## src/rtl/mag_cook_sequencer.sv

```systemverilog
// Microwave cook sequencer: BCD MM:SS keypad entry, one-second countdown,
// and a power-level duty-cycled magnetron enable.
module mag_cook_sequencer #(
  parameter int unsigned CLK_PER_SEC = 50_000_000,
  parameter int unsigned DUTY_WINDOW = 10
) (
  input  logic       clk,
  input  logic       rst,
  input  logic       startn,
  input  logic       stopn,
  input  logic       clearn,
  input  logic       door_closed,
  input  logic       key_valid,
  input  logic [3:0] key_digit,
  input  logic [3:0] power_level,
  output logic       mag_on,
  output logic [3:0] min_tens,
  output logic [3:0] min_ones,
  output logic [3:0] sec_tens,
  output logic [3:0] sec_ones,
  output logic [2:0] state,
  output logic       done_pulse
);

  localparam int unsigned CW = $clog2(CLK_PER_SEC);
  localparam int unsigned PW = $clog2(DUTY_WINDOW + 1);
  localparam logic [CW-1:0] PRESC_MAX  = CW'(CLK_PER_SEC - 1);
  localparam logic [PW-1:0] DUTY_MAX   = PW'(DUTY_WINDOW - 1);
  localparam logic [PW-1:0] FULL_POWER = PW'(DUTY_WINDOW);

  typedef enum logic [2:0] {
    IDLE  = 3'd0,
    SET   = 3'd1,
    COOK  = 3'd2,
    PAUSE = 3'd3,
    DONE  = 3'd4
  } state_t;

  state_t        state_q, state_d;
  logic [15:0]   time_q, time_d;
  logic [CW-1:0] presc_q, presc_d;
  logic [PW-1:0] duty_q, duty_d;
  logic [PW-1:0] power_q, power_d;
  logic          done_q, done_d;
  logic          start_prev, stop_prev, clear_prev, door_prev;

  logic          start_ev, stop_ev, clear_ev, door_fall, tick;
  logic [15:0]   time_dec;
  logic [31:0]   power_ext;
  logic [PW-1:0] power_sel;

  // Time is held as {min_tens, min_ones, sec_tens, sec_ones}; seconds above
  // 59 simply count down digit-wise until they reach 00.
  function automatic logic [15:0] bcd_dec(input logic [15:0] t);
    logic [15:0] r;
    r = t;
    if (t[7:0] != 8'h00) begin
      if (t[3:0] == 4'd0) begin
        r[3:0] = 4'd9;
        r[7:4] = t[7:4] - 4'd1;
      end else begin
        r[3:0] = t[3:0] - 4'd1;
      end
    end else begin
      r[7:0] = 8'h59;
      if (t[11:8] == 4'd0) begin
        r[11:8]  = 4'd9;
        r[15:12] = t[15:12] - 4'd1;
      end else begin
        r[11:8] = t[11:8] - 4'd1;
      end
    end
    return r;
  endfunction

  assign start_ev  = start_prev & ~startn;
  assign stop_ev   = stop_prev & ~stopn;
  assign clear_ev  = clear_prev & ~clearn;
  assign door_fall = door_prev & ~door_closed;
  assign tick      = (state_q == COOK) && (presc_q == PRESC_MAX);
  assign time_dec  = bcd_dec(time_q);
  assign power_ext = 32'(power_level);
  assign power_sel = (power_ext == 32'd0 || power_ext > DUTY_WINDOW) ? FULL_POWER : PW'(power_ext);

  always_comb begin
    state_d = state_q;
    time_d  = time_q;
    presc_d = presc_q;
    duty_d  = duty_q;
    power_d = power_q;
    done_d  = 1'b0;
    case (state_q)
      IDLE, SET: begin
        if (clear_ev) begin
          state_d = IDLE;
          time_d  = '0;
        end else if (start_ev && !stop_ev && door_closed && time_q != '0) begin
          state_d = COOK;
          power_d = power_sel;
          presc_d = '0;
          duty_d  = '0;
        end else if (key_valid && key_digit <= 4'd9) begin
          state_d = SET;
          time_d  = {time_q[11:0], key_digit};
        end
      end
      COOK: begin
        if (clear_ev) begin
          state_d = IDLE;
          time_d  = '0;
        end else if (stop_ev || !door_closed) begin
          state_d = PAUSE;
          presc_d = '0;
        end else if (tick) begin
          presc_d = '0;
          duty_d  = (duty_q == DUTY_MAX) ? '0 : duty_q + 1'b1;
          time_d  = time_dec;
          if (time_dec == '0) begin
            state_d = DONE;
            done_d  = 1'b1;
          end
        end else begin
          presc_d = presc_q + 1'b1;
        end
      end
      PAUSE: begin
        if (clear_ev || stop_ev) begin
          state_d = IDLE;
          time_d  = '0;
        end else if (start_ev && door_closed) begin
          state_d = COOK;
        end
      end
      DONE: begin
        time_d = '0;
        if (start_ev || stop_ev || clear_ev || door_fall) state_d = IDLE;
      end
      default: begin
        state_d = IDLE;
        time_d  = '0;
      end
    endcase
  end

  always_ff @(posedge clk) begin
    if (rst) begin
      state_q    <= IDLE;
      time_q     <= '0;
      presc_q    <= '0;
      duty_q     <= '0;
      power_q    <= FULL_POWER;
      done_q     <= 1'b0;
      start_prev <= 1'b1;
      stop_prev  <= 1'b1;
      clear_prev <= 1'b1;
      door_prev  <= 1'b0;
    end else begin
      state_q    <= state_d;
      time_q     <= time_d;
      presc_q    <= presc_d;
      duty_q     <= duty_d;
      power_q    <= power_d;
      done_q     <= done_d;
      start_prev <= startn;
      stop_prev  <= stopn;
      clear_prev <= clearn;
      door_prev  <= door_closed;
    end
  end

  // Door gating is combinational so opening the door cuts power immediately.
  assign mag_on     = (state_q == COOK) && door_closed && (duty_q < power_q);
  assign min_tens   = time_q[15:12];
  assign min_ones   = time_q[11:8];
  assign sec_tens   = time_q[7:4];
  assign sec_ones   = time_q[3:0];
  assign state      = state_q;
  assign done_pulse = done_q;

endmodule

```

## config.mk

```make
export PLATFORM = sky130hd
export DESIGN_NAME = mag_cook_sequencer
export DESIGN_NICKNAME = d
export VERILOG_FILES = /design/src/rtl/mag_cook_sequencer.sv
export SDC_FILE = /design/constraint.sdc
export NUM_CORES = 1
export LEC_CHECK = 0
export BUFFER_PORTS_ARGS = -buffer_cell sky130_fd_sc_hd__buf_2
export CORE_ASPECT_RATIO = 0.6
export CORE_MARGIN = 5
export CORE_UTILIZATION = 54
export DETAILED_ROUTE_END_ITERATION = 10
export PLACE_DENSITY_LB_ADDON = 0.08
export SYNTH_ARGS = -nofsm -noshare
export SYNTH_HDL_FRONTEND = slang
export SYNTH_SLANG_ARGS = --single-unit
```

## constraint.sdc

```tcl
create_clock -name clk -period 2.36 [get_ports clk]
set_clock_uncertainty 0.1 [all_clocks]
set_input_delay 0.118 -clock clk [delete_from_list [all_inputs] [get_ports clk]]
set_output_delay 0.118 -clock clk [all_outputs]
set_load 0.01 [all_outputs]
```

# Word-level counts from Yosys, hierarchy flattened
# Index checks and enable logic that the tools add are counted.
# classes
add_sub_neg	6
multipliers	0
div	0
n_lt_le_gt_ge	3
n_eq_ne	21
shifts	0
muxes	40
bitwise	11
reduce_logical	31
# ops
op	n
$mux 26	5
$mux 16	7
$pmux 26 s2	1
$pmux 16 s3	1
$mux 4	11
$logic_not 32->1	1
$mux 3	10
$add 26x1->26 const B	1
$eq 26x26->1 const B	1
$logic_not 16->1	1
$mux 8	2
$reduce_bool 16->1	1
$sub 4x1->4 const B	4
$ne 3x3->1 const B	5
$ne 2x2->1 const B	7
$pmux 3 s4	1
$reduce_and 5->1	2
$logic_and 1x1->1	8
$logic_not 4->1	2
$pmux 4 s2	1
$reduce_bool 8->1	1
$not 1->1	7
$eq 3x2->1 const B	2
$logic_or 1x1->1	6
other kinds (20)	24
# word_totals
regBits	58
latch_bits	0
ramBits	0
rom_bits	0
in_bits	15
output_inout_bits	21
elab_cells	122
memories	0

# Longest topological paths before layout
# logic_depth
depth_word	9
depth_mapped	10
ltp_nobuf	8

# Least setup slack after synthesis
# No wires, ideal clock.
# synth_path
path_type	reg-to-reg
start	reg time_q[4]
end	reg duty_q[2]
setup_ps	70
t_arrival_ps	2236
t_required_ps	2190
slack_ps	-46
stages_incl_launch_ff	11
path_buffers	2
synth_period_minus_slack_ps	2406
cell_sequence	dfxtp_1 clkbuf_1 inv_1 ha_1 nor4bb_1 nand4_1 and3_1 clkbuf_2 o22ai_2 or4_1 a21oi_1
# synth_via
elab_chain_cells	4
# synth_lines
element	line	source
start: declaration	40	logic [15:0] time_q, time_d;
start signal: assignment	159	time_q <= time_d;
$reduce_bool 16->1	97	end else if (start_ev && !stop_ev && door_closed && time_q != '0) begin
$logic_and 1x1->1	97	
$ne 2x2->1 (no line)	--	
$reduce_and 6->1 (no line)	--	
end signal: assignment	161	duty_q <= duty_d;
end: declaration	42	logic [PW-1:0] duty_q, duty_d;
# Every way passes these cells.
# A chain may end at the register's enable or synchronous reset.

# Final worst setup path
# layout_path
start	reg presc_q[24]
end	reg duty_q[2]
# layout_via
elab_chain_cells	4
# layout_lines
element	line	source
start: declaration	41	logic [CW-1:0] presc_q, presc_d;
start signal: assignment	160	presc_q <= presc_d;
$eq 26x26->1	80	assign tick = (state_q == COOK) && (presc_q == PRESC_MAX);
$logic_and 1x1->1	80	
$ne 2x2->1 (no line)	--	
$reduce_and 6->1 (no line)	--	
# Every way passes these cells.

==> flow_summary_export.csv <==
group,metric,value,unit
synth,synth_top_area_frac,0.328,
floorplanning,rows,22,
grt,antenna_found_initial,0,
floorplanning,die_h,72.7,um
timing,finalHoldViolations,0,
finish,final_cell_mix,"nor2_1 (56), dfxtp_1 (51), buf_4 (46), buf_2 (35), nand2_1 (32)",
finish,drive_gt1_frac,0.295,
synth,syn_inst,443,
synth,syn-cell-area,3540,sq um
cts,clock_sinks,58,
grt,grt_start_max_net_pins,31,
grt,first_global_vias,3048,
setup_path,cp_slowest_cell,"or4_4",
synth,ys_seq_elements,58,
synth,ys_warn_count,0,
timing,min_period,2.31,ns
setup_path,start_kind,"register",
finish,area.sequential,1170,sq um
synth,ys_seq_area_frac,0.328,
routing,vias,3668,
finish,nFillCells,468,
routing,drc_errors,0,
place,io_buffers,35,
grt,overflow,0,
floorplanning,ios,36,
setup_path,reg2reg_from,"presc_q[24]",
timing,fin_ws,0.0465,ns
cts,cts_tree,"built",
floorplanning,initial_core_util,0.566,
cts,htree_levels,3,
grt,grt_pass1_wl,15900,um
routing,viasPerCell,5.99,
timing,rsz0062_at_grt,"true",
cts,clock_path_buffers,2,
finish,utilization,0.740,
routing,initialDrtViolationCount,419,
power,ir_drop,0.453,mV
flow_run,cap_violations,0,
finish,area_delta_synth_final,30.7,%
setup_path,cp.required,2.54,ns
power,p_per_area,626,nW/um^2
finish,diodes,0,
synth,synthTopCellsByArea,"dfxtp_1 (33%), nor2_1 (5.9%), xnor2_1 (5.2%), a21oi_1 (4.4%), nand2_1 (3.6%)",
setup_path,critical_path_class,"register to register",
setup_path,startpoint,"presc_q[24]",
setup_path,critPathArrivalTime,2.50,ns
timing,period_share,0.980,
power,finalPower,2.89,mW
finish,final_nets,547,
synth,async_flop_share,0,
routing,drt_wl_total,10300,um
setup_path,slowest_delay,0.50,ns
power,total_leakage_power,1.77,nW
place,hpwl,7220,um
timing,slew_violations,0,
setup_path,cp_max_fo,7,
floorplanning,core-area,6250,sq um
setup_path,reg2reg_to,"duty_q[2]",
cts,cts_buffers,9,
setup_path,crit_path_end_kind,"register",
synth,avgSynthCellArea,7.99,sq um
setup_path,crit_chain,"nor4bb_4 -> nand4b_1 -> buf_4 -> nor4_4 -> o22ai_4 -> or4_4 -> a21oi_2",
place,dpl.cell_count,583,
timing,max_freq,0.432,GHz
synth,synth_edf_count,0,
cts,cts_root_buf,"clkbuf_8",
min_path,hold_path_class,"input port to register",
setup_path,reg2regPathDepth,7,
floorplanning,die_w,115,um
synth,ys_types,62,
timing,worst_pin_slew,0.685,ns
finish,multi_input_area,2360,sq um
synth,yosysTopAreaCell,"dfxtp_1",
grt,grt_util_all_layers,0.245,
place,gp_congestion,0.922,
finish,final_common_cell,"nor2_1",
synth,ys.flop_type,"dfxtp_1",
cts,clkTransAtPathRegs,0.07,ns
timing,setup_viol_count_final,0,
timing,slew_headroom,0.532,
place,dp_worst_setup_slack,-0.0236,ns
floorplanning,die-area,8320,sq um
setup_path,crit_end,"duty_q[2]",
routing,post_drt_wl_per_cell,16.8,um
synth,syn_nets,467,
routing,drtAntennaViolNets,0,
finish,stdcell_count,612,
finish,final_design_area_no_fill,4620,sq um
outcome,status,"completed",
setup_path,r2r_slack,0.05,ns
cts,clkLatencyLatePin,0.35,ns
place,placed_area,4090,sq um
routing,first_pass_iters,5,
-- layer usage --
metal,wire [um],part of all wire,global-route usage
met5,0,0,0
met1,5260,0.51,0.391
met4,136,0.013,0.0725
met2,4050,0.39,0.308
met3,862,0.084,0.0655
-- worst min path at each step --
stage	start	end	slack [ns]	cells after the start
finish	key_digit[1]	time_q[1]	0.04	3
global route	key_digit[2]	time_q[2]	0.04	3
CTS	key_digit[0]	time_q[0]	0.007	3
detailed placement	startn	start_prev	0.23	2
global placement	startn	start_prev	0.22	2
floorplan	clearn	clear_prev	0.12	1
-- state kept, by name, indices dropped and copies added, names as in the netlist --
signal      flops
state           3
clear_prev      1
duty_q          4
power_q         4
stop_prev       1
done_pulse      1
door_prev       1
start_prev      1
presc_q        26
time_q         16
-- cell usage after synthesis, types with 3 or more instances --
master	count
clkbuf_1	9
a22oi_1	9
a21oi_1	31
nor2_1	56
nand3_1	16
nand4_1	5
xnor2_1	21
nor4b_1	4
inv_1	15
and3_1	9
nor3_1	18
nor4_2	5
o21ai_0	21
nand2_1	34
a211oi_1	14
nor4bb_1	3
ha_1	9
or3_1	4
xor2_1	3
dfxtp_1	58
or4_1	4
nand3b_1	5
nand2b_1	3
nand4b_1	4
nor2b_1	9
or2_2	5
nor4_1	10
a31oi_1	3
buf_2	13
-- through the flow --
stage	hold slack, ns	TNS [ns]
after floorplan	0.125	0
after global placement	0.222	0
after detailed placement	0.229	-0.0236
after CTS	0.00656	0
after global routing	0.0372	-0.318
final	0.0379	0
-- area by class of cell --
| class | instances | share of cell area |
|---|---|---|
| sequential | 58 | 0.254 |
| clock inverter | 5 | 0.0217 |
| inverter | 15 | 0.0122 |
| timing repair buffer | 93 | 0.145 |
| clock buffer | 11 | 0.0327 |
| multi-input combinational | 346 | 0.511 |
| tap | 84 | 0.0227 |
-- report_power, final --
part | switching (mW) | internal, mW | total (mW)
Combinational | 0.364 | 0.291 | 0.655
Clock | 0.418 | 0.755 | 1.17
Sequential | 0.0488 | 1.02 | 1.07
Total | 0.831 | 2.06 | 2.89
-- logic make-up after synthesis --
kind of cell             synth area share
adder cells (fa/ha/maj)            0.0318
multiplexers                       0.0120
AND/OR/NAND/NOR                     0.343
buffers and inverters              0.0474
XOR/XNOR                           0.0594
flip-flops                          0.328
AO/OA/AOI/OAI                       0.179
-- what timing repair did --
item | in CTS | in global routing
hold buffers | 8 | 0
gates resized for setup | 2 | 36
endpoints found under the setup margin | 1 | 12
buffers inserted | 1 | 4
hold endpoints to repair | 8 | 0
pin swaps | 1 | 13
-- worst max-delay path, delay by kind of cell, from the launching register on --
family | cells | cell delay (ns)
compound gates | 2 | 0.29
buf+inv | 1 | 0.18
simple gates | 4 | 1.32
flops | 1 | 0.36
Power figures use the tool's default switching activity.
